File: config.mk
export PLATFORM = sky130hd
export DESIGN_NAME = serial_subtractor_flat
export DESIGN_NICKNAME = d
export VERILOG_FILES = /design/src/rtl/serial_subtractor_pkg.sv /design/src/rtl/serial_subtractor_if.sv /design/src/rtl/serial_subtractor_half_subtractor.sv /design/src/rtl/serial_subtractor.sv /design/src/flat_wrapper.sv
export SDC_FILE = /design/constraint.sdc
export NUM_CORES = 1
export LEC_CHECK = 0
export CORE_ASPECT_RATIO = 1.4
export CORE_UTILIZATION = 51
export DETAILED_ROUTE_END_ITERATION = 8
export GPL_TIMING_DRIVEN = 0
export PLACE_DENSITY = 0.75
export SKIP_CTS_REPAIR_TIMING = 1
export SLEW_MARGIN = 20
export SYNTH_ARGS = -nofsm -noshare
export SYNTH_HDL_FRONTEND = slang
export SYNTH_SLANG_ARGS = --single-unit
File: constraint.sdc
create_clock -name clk -period 2 [get_ports clk]
set_clock_uncertainty 0.1 [all_clocks]
set_input_delay 0.5 -clock clk [delete_from_list [all_inputs] [get_ports clk]]
set_output_delay 0.5 -clock clk [all_outputs]
set_load 0.02 [all_outputs]
File: src/rtl/serial_subtractor_pkg.sv
// Shared constants and helpers for the bit-serial subtractor.
// WIDTH is the only value shared outside the core.
package serial_subtractor_pkg;

  localparam int unsigned DEFAULT_WIDTH = 8;

  // Bit counter width; WIDTH >= 2 keeps this at least one bit.
  function automatic int unsigned count_width(input int unsigned width);
    return (width > 1) ? $clog2(width) : 1;
  endfunction

endpackage

File: src/rtl/serial_subtractor_if.sv
// Operand/result handshake bundle for serial_subtractor.
// The slave modport is the subtractor; the master modport is its producer/consumer.
interface serial_subtractor_if
  import serial_subtractor_pkg::*;
#(
  parameter int unsigned WIDTH = DEFAULT_WIDTH
);

  logic             in_valid;
  logic             in_ready;
  logic [WIDTH-1:0] a;
  logic [WIDTH-1:0] b;
  logic             out_valid;
  logic             out_ready;
  logic [WIDTH-1:0] diff;
  logic             bout;
  logic             busy;

  modport slave (
    input  in_valid, a, b, out_ready,
    output in_ready, out_valid, diff, bout, busy
  );

  modport master (
    output in_valid, a, b, out_ready,
    input  in_ready, out_valid, diff, bout, busy
  );

endinterface

File: src/rtl/serial_subtractor_half_subtractor.sv
// Half subtractor cell: d = x - y (mod 2), b = borrow out.
// Two of these plus an OR make one full-subtract bit cell.
module half_subtractor (
  input  logic x,
  input  logic y,
  output logic d,
  output logic b
);

  assign d = x ^ y;
  assign b = ~x & y;

endmodule

File: src/rtl/serial_subtractor.sv
// Bit-serial WIDTH-bit subtractor: diff = a - b, LSB first, one bit per clock,
// behind a valid/ready operand interface with a held valid/ready result.
module serial_subtractor
  import serial_subtractor_pkg::*;
#(
  parameter int unsigned WIDTH = DEFAULT_WIDTH
) (
  input  logic                 clk,
  input  logic                 rst,
  serial_subtractor_if.slave   bus
);

  localparam int unsigned CW = count_width(WIDTH);
  localparam logic [CW-1:0] LAST_BIT = CW'(WIDTH - 1);

  typedef enum logic [1:0] {
    IDLE = 2'd0,
    RUN  = 2'd1,
    DONE = 2'd2
  } state_t;

  state_t           state;
  logic [WIDTH-1:0] a_sr;
  logic [WIDTH-1:0] b_sr;
  logic [WIDTH-1:0] res_sr;
  logic [WIDTH-1:0] diff_q;
  logic             bout_q;
  logic             borrow;
  logic [CW-1:0]    count;

  logic hs0_d, hs0_b, hs1_d, hs1_b;
  logic br_next;
  logic [WIDTH-1:0] res_next;

  half_subtractor u_hs0 (.x(a_sr[0]), .y(b_sr[0]), .d(hs0_d), .b(hs0_b));
  half_subtractor u_hs1 (.x(hs0_d),   .y(borrow),  .d(hs1_d), .b(hs1_b));

  assign br_next  = hs0_b | hs1_b;
  assign res_next = {hs1_d, res_sr[WIDTH-1:1]};

  // NOTE: shift registers are plain flops here, so they take the async reset
  // like everything else; nothing is left to power-up contents.
  always_ff @(posedge clk or posedge rst) begin
    if (rst) begin
      state  <= IDLE;
      a_sr   <= '0;
      b_sr   <= '0;
      res_sr <= '0;
      diff_q <= '0;
      bout_q <= 1'b0;
      borrow <= 1'b0;
      count  <= '0;
    end else begin
      // NOTE: non-blocking assignments throughout, so every branch reads the
      // pre-edge values of the shift registers and borrow.
      case (state)
        IDLE: begin
          if (bus.in_valid) begin
            a_sr   <= bus.a;
            b_sr   <= bus.b;
            borrow <= 1'b0;
            count  <= '0;
            state  <= RUN;
          end
        end
        RUN: begin
          a_sr   <= a_sr >> 1;
          b_sr   <= b_sr >> 1;
          res_sr <= res_next;
          borrow <= br_next;
          if (count == LAST_BIT) begin
            // Counter parks at zero so it never exceeds WIDTH-1.
            count  <= '0;
            diff_q <= res_next;
            bout_q <= br_next;
            state  <= DONE;
          end else begin
            count <= count + 1'b1;
          end
        end
        DONE: begin
          if (bus.out_ready) state <= IDLE;
        end
        default: state <= IDLE;
      endcase
    end
  end

  // Handshake flags decode registered state only; no input-to-output path.
  assign bus.in_ready  = (state == IDLE);
  assign bus.out_valid = (state == DONE);
  assign bus.busy      = (state == RUN);
  assign bus.diff      = diff_q;
  assign bus.bout      = bout_q;

endmodule

File: src/flat_wrapper.sv
// flat-port wrapper written by rule: the top's interface ports become plain ports
module serial_subtractor_flat import serial_subtractor_pkg::*;
#(
  parameter int unsigned WIDTH = DEFAULT_WIDTH
)
  (clk, rst, bus_in_valid, bus_a, bus_b, bus_out_ready, bus_in_ready, bus_out_valid, bus_diff, bus_bout, bus_busy);
  serial_subtractor_if #(.WIDTH(WIDTH)) bus_i ();
  input  logic clk;
  input  logic rst;
  input wire logic [$bits(bus_i.in_valid)-1:0] bus_in_valid;
  input wire logic [$bits(bus_i.a)-1:0] bus_a;
  input wire logic [$bits(bus_i.b)-1:0] bus_b;
  input wire logic [$bits(bus_i.out_ready)-1:0] bus_out_ready;
  output wire logic [$bits(bus_i.in_ready)-1:0] bus_in_ready;
  output wire logic [$bits(bus_i.out_valid)-1:0] bus_out_valid;
  output wire logic [$bits(bus_i.diff)-1:0] bus_diff;
  output wire logic [$bits(bus_i.bout)-1:0] bus_bout;
  output wire logic [$bits(bus_i.busy)-1:0] bus_busy;
  assign bus_i.in_valid = bus_in_valid;
  assign bus_i.a = bus_a;
  assign bus_i.b = bus_b;
  assign bus_i.out_ready = bus_out_ready;
  assign bus_in_ready = bus_i.in_ready;
  assign bus_out_valid = bus_i.out_valid;
  assign bus_diff = bus_i.diff;
  assign bus_bout = bus_i.bout;
  assign bus_busy = bus_i.busy;
  serial_subtractor #(.WIDTH(WIDTH)) u_core (.clk(clk), .rst(rst), .bus(bus_i));
endmodule
==> results.yml, run 1 <==
outcome:
  status: "finished, final reports clean"
yosys:
  syn_avg_cell_area_um2: 12.25
  synth_cells: 144
  ys_top_cells_by_area: "dfrtp_1 54%, mux2_2 11%, nor4b_1 6.5%, nor3b_1 6.0%, a211oi_1 5.5%"
  synth_common_cells: "38 x dfrtp_1, 18 x inv_1, 17 x mux2_2, 14 x nor3b_1"
  synth_edf_count: 0
  synth.most_common_cell: "dfrtp_1"
  seq_area_frac_synth_pct: 53.90
  yosys.area.top_type: "dfrtp_1"
  yosys.area.top_type_share_pct: 53.90
  yosysWarnings: 0
  synth_cell_types: 23
  synth_seq_cells: 38
  synth_area_um2: 1764
  async_reset_ff_share_pct: 100.0
  syn_nets: 167
  ys.flop_type: "dfrtp_1"
floorplan:
  initial_utilization_pct: 54.91
  die_w_um: 51.71
  top_level_ports: 32
  rows: 24
  core_area_um2: 3213
  die_y_um: 71.59
  die-area_um2: 3702
sta:
  period_needed_ps: 1905
  rsz0062_at_grt: "no"
  setup_viol: 0
  period_share_pct: 95.25
  fin_hold_ws_ps: 397.8
  layout_setup_ws_ps: 94.96
  slew_headroom_pct: 48.28
  slew_viol_final: 0
  fmax_ghz: 0.5249
  worstMarginPinSlew_ps: 774.7
  hold_viol_final: 0
worst_setup_path:
  path_class: "flop to output port"
  crit_family: "buffers and inverters"
  critPathMaxStageDelay_ps: 360
  crit_path_max_fanout: 10
  critPathLaunchType: "flop"
  worstPathRequired_ps: 1400
  cp_cell_sequence: "buf_2 -> buf_6 -> nand2b_1 -> inv_1 -> buf_4"
  crit_path_end_kind: "output port"
  path_buf_inv: 4
  arrival_ps: 1310
  crit_path_top_delay_cell: "dfrtp_1"
grt:
  grt_use_total_pct: 22.63
  antenna_found_initial: 0
  overflow: 0
  grt_pass1_wl_mm: 6.230
  first_global_vias: 1356
  grt_max_degree: 39
finish:
  post-route-cell-area_um2: 2233
  drive_gt1_share_pct: 22.40
  multi_input_area_um2: 684.4
  antennaDiodeCount: 0
  final_cells: 222
  num-fill-cells: 239
  seq_area_um2: 950.9
  finalNetCount: 205
  area_growth_pct: 26.60
detailed_routing:
  ant_nets: 0
  routedWlPerCell_um: 16.73
  drt_pass1_iterations: 4
  drtIter0Drc: 39
  vias_per_cell: 5.617
  wl_mm: 3.715
  remaining_drc_errors: 0
  num_vias: 1247
place:
  placed_area_um2: 2123
  numPortBuffers: 31
  pre_cts_slack_ps: -227.0
  hpwl_mm: 2.544
  gp_congestion: 0.7836
  place_inst: 214
clocking:
  cts_tree: "built"
  clk_path_buf_depth: 2
  clk_latency_ps: 280
  cts_inserted_buffers: 5
  clock-sinks: 38
  clk_pin_slew_ps: 80
  htree_levels: 2
  cts_root_buf: "clkbuf_8"
pwr:
  peakVddDrop_uv: 973.7
  finalPower_mw: 3.504
  p_leak_nw: 0.9997
  p_per_area_nw_per_um2: 1569
job:
  cap_viol_max_count: 0
min_path:
  hold_class: "flop to flop"
## path summary, 6_finish.rpt
path,start,to,slack (ps),depth (start not counted)
max reg2reg,u_core.count[0],u_core.bus.diff[2],350,5
min in group asynchronous,rst,u_core.res_sr[4],580,2
max,u_core.state[0],bus_out_valid,90,5
max in group asynchronous,rst,u_core.count[2],730,2
min,u_core.a_sr[7],u_core.a_sr[7],400,1
min reg2reg,u_core.a_sr[7],u_core.a_sr[7],400,1
## per-layer routing
layer / track usage [%] / vias up / routed length [µm]
met4: 7.207 / 0 / 50
met5: 0 / - / 0
li1: - / 587 / -
met1: 28.27 / 616 / 1594
met2: 37.81 / 38 / 1872
met3: 5.945 / 6 / 198
## through the flow
stage | utilization, % | TNS (ps)
final | 69.51 | 0
after global routing | 69.51 | 0
after CTS | 69.47 | -1313
after detailed placement | 66.08 | -396.5
after global placement | 66.08 | -8210
after floorplan | - | 0
## layout make-up
| cell class | count | share of cell area (%) |
|---|---|---|
| tap | 39 | 2.185 |
| clock inverter | 3 | 1.793 |
| inverter | 18 | 3.025 |
| timing repair buffer | 31 | 13.33 |
| sequential | 38 | 42.58 |
| multi-input combinational | 76 | 30.64 |
| clock buffer | 5 | 3.081 |
| buffer | 12 | 3.361 |
## report_power, final
group	total, mW	switching (mW)	internal, mW
registers	1.34	0.203	1.14
clock network	0.632	0.265	0.367
logic	1.53	0.746	0.783
total	3.50	1.22	2.29
## layout by cell type, fill, tap and decap left out, drive strengths merged, types with 2 or more instances in the layout
| cell type | n |
|---|---|
| nor4b | 13 |
| dfrtp | 38 |
| clkinv | 2 |
| inv | 18 |
| nor2b | 2 |
| a211oi | 13 |
| mux2 | 17 |
| a32o | 2 |
| a22o | 3 |
| ha | 2 |
| clkdlybuf4s50 | 28 |
| buf | 11 |
| nor3b | 14 |
| clkbuf | 9 |
| nand2b | 3 |
## cell families (layout without fill, tap and decap cells)
family | Yosys count | in the layout | synth area share, %
AO/OA/AOI/OAI | 22 | 22 | 9.716
adder cells (fa/ha/maj) | 3 | 3 | 2.553
buffers and inverters | 30 | 69 | 7.730
flip-flops | 38 | 38 | 53.90
multiplexers | 17 | 17 | 10.85
AND/OR/NAND/NOR | 34 | 34 | 15.25
## registers in the layout, summed over array words and instances, names as in the netlist
signal / cells
u_core.a_sr: 8
u_core.b_sr: 8
u_core.bus.diff: 8
u_core.res_sr: 7
u_core.count: 3
u_core.state: 2
u_core.borrow: 1
u_core.bus.bout: 1
(Power assumes the default switching activity.)
==> run 2: changes to the inputs <==
--- a/config.mk
+++ b/config.mk
@@ -6,6 +6,7 @@
 export NUM_CORES = 1
 export LEC_CHECK = 0
 export CORE_ASPECT_RATIO = 1.4
+export CORE_MARGIN = 2
 export CORE_UTILIZATION = 51
 export DETAILED_ROUTE_END_ITERATION = 8
 export GPL_TIMING_DRIVEN = 0
==> run 2 against run 1 <==
  * Die area increased by 6.8%
  * Cell count increased by 0.45%
  * Utilization decreased by 3.5 points
  * Sequential power about the same
  * Via count increased by 0.56%
  * Combinational power about the same
  * Worst setup slack got worse by 47 ps
  * Flip-flop and latch count unchanged
  * Critical endpoint unchanged
  * Largest power group unchanged
  * Highest routed layer unchanged
==> results.yml, run 2 (synthesized netlist as in run 1, its figures left out) <==
worst_setup_path:
  crit_path_end_kind: "output port"
  worstPathRequired_ps: 1400
  arrival_ps: 1350
  critPathLaunchType: "flop"
  crit_path_max_fanout: 10
  path_class: "flop to output port"
grt:
  overflow: 0
  antenna_found_initial: 0
  first_global_vias: 1319
  grt_pass1_wl_mm: 6.141
  grt_use_total_pct: 21.69
  grt_max_degree: 39
sta:
  slew_headroom_pct: 48.49
  hold_viol_final: 0
  fmax_ghz: 0.5123
  setup_viol: 0
  period_needed_ps: 1952
  rsz0062_at_grt: "yes"
  worstMarginPinSlew_ps: 771.6
  period_share_pct: 97.60
  slew_viol_final: 0
pwr:
  finalPower_mw: 3.407
  p_leak_nw: 0.9887
  p_per_area_nw_per_um2: 1541
  peakVddDrop_uv: 1043
finish:
  final_cells: 223
  drive_gt1_share_pct: 21.86
  area_growth_pct: 25.32
  layout_commonest_cell: "dfrtp_1"
  finalNetCount: 205
  layout_common_cells: "38 x dfrtp_1, 28 x clkdlybuf4s50_1, 17 x mux2_2, 17 x inv_1, 14 x nor3b_1"
  fin_util_pct: 66.06
  num-fill-cells: 271
  antennaDiodeCount: 0
place:
  hpwl_mm: 2.565
  numPortBuffers: 31
  place_inst: 215
  gp_congestion: 0.7939
detailed_routing:
  routedWlPerCell_um: 16.66
  vias_per_cell: 5.623
  drtIter0Drc: 14
  drt_pass1_iterations: 4
  remaining_drc_errors: 0
  wl_mm: 3.716
  num_vias: 1254
  ant_nets: 0
floorplan:
  die_w_um: 53.71
  initial_utilization_pct: 52.71
  die_y_um: 73.59
  core_area_um2: 3347
  rows: 25
  top_level_ports: 32
  die-area_um2: 3952
job:
  cap_viol_max_count: 0
clocking:
  cts_inserted_buffers: 5
  cts_root_buf: "clkbuf_8"
  clk_latency_ps: 290
  cts_tree: "built"
  htree_levels: 2
  clock-sinks: 38
  clk_path_buf_depth: 2
  clk_pin_slew_ps: 70
outcome:
  status: "finished, final reports clean"
min_path:
  hold_class: "flop to flop"
-- run 2: area by class of cell --
class                      instances  area [µm²]  share of cell area, %
sequential                        38       950.9                  43.01
timing repair buffer              31       295.3                  13.36
clock buffer                       7       86.33                  3.905
tap                               40       50.05                  2.264
buffer                            12       71.32                  3.226
clock inverter                     1       5.005                 0.2264
inverter                          18       67.56                  3.056
multi-input combinational         76       684.4                  30.96
-- run 2: worst paths after layout --
check / to / startpoint / depth (start not counted) / slack [ps]
max: bus_out_valid / u_core.state[0] / 5 / 50
min: u_core.bus.diff[2] / u_core.bus.diff[2] / 1 / 400
max reg2reg: u_core.bus.bout / u_core.count[0] / 5 / 350
min reg2reg: u_core.bus.diff[2] / u_core.bus.diff[2] / 1 / 400
max in group asynchronous: u_core.res_sr[1] / rst / 2 / 740
min in group asynchronous: u_core.state[0] / rst / 2 / 570
-- run 2: worst max-delay path, cell delays in order (launching register included) --
cell,delay [ps]
dfrtp_1,360
buf_2,150
buf_4,180
nand2b_1,170
inv_1,50
buf_2,150
-- run 2: metrics by stage --
stage          hold slack [ps]  setup WS [ps]  area [µm²]  setup TNS [ps]
2_1_floorplan            365.8          391.3        1764               0
3_3_place_gp             380.5         -259.0        2125           -9236
3_5_place_dp             392.1         -278.5        2125          -375.9
4_1_cts                  407.8         -602.1        2216           -1370
5_1_grt                  427.2         -9.951        2211          -9.951
6_report                 404.3          47.92        2211               0
-- run 2: per-layer routing --
metal | routed length (µm) | up-vias | track usage, %
li1 | - | 587 | -
met1 | 1523 | 622 | 27.60
met2 | 1924 | 40 | 34.55
met3 | 206 | 5 | 5.894
met4 | 62 | 0 | 8.547
met5 | 0 | - | 0
-- run 2: where the power goes --
| group | leakage [nW] | switching [mW] | internal, mW |
|---|---|---|---|
| Clock | 0.0482 | 0.258 | 0.278 |
| Sequential | 0.457 | 0.202 | 1.14 |
| Combinational | 0.483 | 0.750 | 0.779 |
==> run 3: changes to the inputs <==
--- a/config.mk
+++ b/config.mk
@@ -6,10 +6,10 @@
 export NUM_CORES = 1
 export LEC_CHECK = 0
 export CORE_ASPECT_RATIO = 1.4
-export CORE_MARGIN = 2
 export CORE_UTILIZATION = 51
 export DETAILED_ROUTE_END_ITERATION = 8
 export GPL_TIMING_DRIVEN = 0
+export MAX_ROUTING_LAYER = met4
 export PLACE_DENSITY = 0.75
 export SKIP_CTS_REPAIR_TIMING = 1
 export SLEW_MARGIN = 20
==> run 3 against run 2 <==
  * Worst hold slack got worse by 4.9 ps
  * Sequential share of layout area shrank 0.43 points
  * Non-clock buffer count did not move
  * Largest cell class unchanged
==> results.yml, run 3 (synthesized netlist as in run 1, its figures left out) <==
floorplan:
  die_y_um: 71.59
  rows: 24
  top_level_ports: 32
  core_area_um2: 3213
  die-area_um2: 3702
  die_w_um: 51.71
  initial_utilization_pct: 54.91
pwr:
  p_leak_nw: 0.9997
  p_per_area_nw_per_um2: 1570
  peakVddDrop_uv: 975.0
detailed_routing:
  ant_nets: 0
  remaining_drc_errors: 0
  num_vias: 1246
  drtIter0Drc: 37
  vias_per_cell: 5.613
  wl_mm: 3.712
  routedWlPerCell_um: 16.72
  drt_pass1_iterations: 4
sta:
  rsz0062_at_grt: "no"
  period_needed_ps: 1906
  fmax_ghz: 0.5247
  hold_viol_final: 0
  worstMarginPinSlew_ps: 768.3
  slew_viol_final: 0
  period_share_pct: 95.29
  setup_viol: 0
  fin_hold_ws_ps: 399.5
  slew_headroom_pct: 48.71
worst_setup_path:
  crit_family: "buffers and inverters"
  critPathMaxStageDelay_ps: 360
  path_buf_inv: 4
  crit_path_top_delay_cell: "dfrtp_1"
  crit_path_end_kind: "output port"
  crit_path_max_fanout: 10
  cp_cell_sequence: "buf_2 -> buf_6 -> nand2b_1 -> inv_1 -> buf_4"
  critPathLaunchType: "flop"
  path_class: "flop to output port"
  worstPathRequired_ps: 1400
  reg2reg_to: "u_core.bus.diff[2]"
  r2r_start: "u_core.count[0]"
  r2r_slack_ps: 350
  arrival_ps: 1310
  r2r_cells: 5
clocking:
  cts_tree: "built"
  clk_latency_ps: 280
  clk_pin_slew_ps: 70
  clock-sinks: 38
  clk_path_buf_depth: 2
  cts_root_buf: "clkbuf_8"
  htree_levels: 2
  cts_inserted_buffers: 5
min_path:
  min_to: "u_core.a_sr[7]"
  hold_path_depth: 1
  hp-start: "u_core.a_sr[7]"
  hold_class: "flop to flop"
place:
  numPortBuffers: 31
  hpwl_mm: 2.544
  gp_congestion: 0.7945
  place_inst: 214
  placed_area_um2: 2123
finish:
  layout_commonest_cell: "dfrtp_1"
  finalNetCount: 205
  antennaDiodeCount: 0
  num-fill-cells: 239
  drive_gt1_share_pct: 22.40
  area_growth_pct: 26.60
  final_cells: 222
  layout_common_cells: "38 x dfrtp_1, 28 x clkdlybuf4s50_1, 17 x mux2_2, 17 x inv_1, 14 x nor3b_1"
  post-route-cell-area_um2: 2233
grt:
  antenna_found_initial: 0
  grt_max_degree: 39
  grt_pass1_wl_mm: 6.216
  first_global_vias: 1355
  overflow: 0
  grt_use_total_pct: 23.26
job:
  cap_viol_max_count: 0
outcome:
  status: "finished, final reports clean"
run 3: cell types whose count changed in the layout (fill, tap and decap cells not counted), sizes merged:
cell    change
clkinv      +1
bufinv      +1
clkbuf      -2
run 3: how the worst max path moves through the flow:
stage | start | to | slack [ps] | cells after the start
CTS | u_core.state[0] | bus_in_ready | -550 | 4
finish | u_core.state[0] | bus_out_valid | 90 | 5
global route | u_core.state[0] | bus_busy | 20 | 4
floorplan | u_core.state[0] | bus_in_ready | 390 | 3
detailed placement | u_core.state[0] | bus_in_ready | -230 | 4
global placement | u_core.state[0] | bus_in_ready | -220 | 4
run 3: stage by stage:
step           util (%)  setup slack [ps]  setup TNS, ps  power (mW)
6_report          69.51             94.18              0       3.507
5_1_grt           69.51             18.40              0       3.737
4_1_cts           69.47            -553.5          -1313       3.529
3_5_place_dp      66.08            -227.0         -396.5       2.884
3_3_place_gp      66.08            -222.2          -8210       2.805
2_1_floorplan         -             391.3              0       2.359
run 3: cell type report:
class                      instances  area (µm²)  area share (%)
clock buffer                       5       68.82           3.081
clock inverter                     3       40.04           1.793
timing repair buffer              31       297.8           13.33
tap                               39       48.80           2.185
multi-input combinational         76       684.4           30.64
buffer                            12       75.07           3.361
inverter                          18       67.56           3.025
sequential                        38       950.9           42.58
run 3: power by group:
part           switching, mW  total [mW]  internal, mW
Sequential             0.205        1.34          1.14
Clock                  0.264       0.631         0.367
Combinational          0.749        1.53         0.783
Total                   1.22        3.51          2.29
run 3: metal layers:
layer,global-route usage [%],wire length [µm],vias to the layer above
li1,-,-,586
met1,29.12,1670,618
met2,37.66,1848,36
met3,4.671,143,6
met4,7.207,51,0
met5,-,0,-
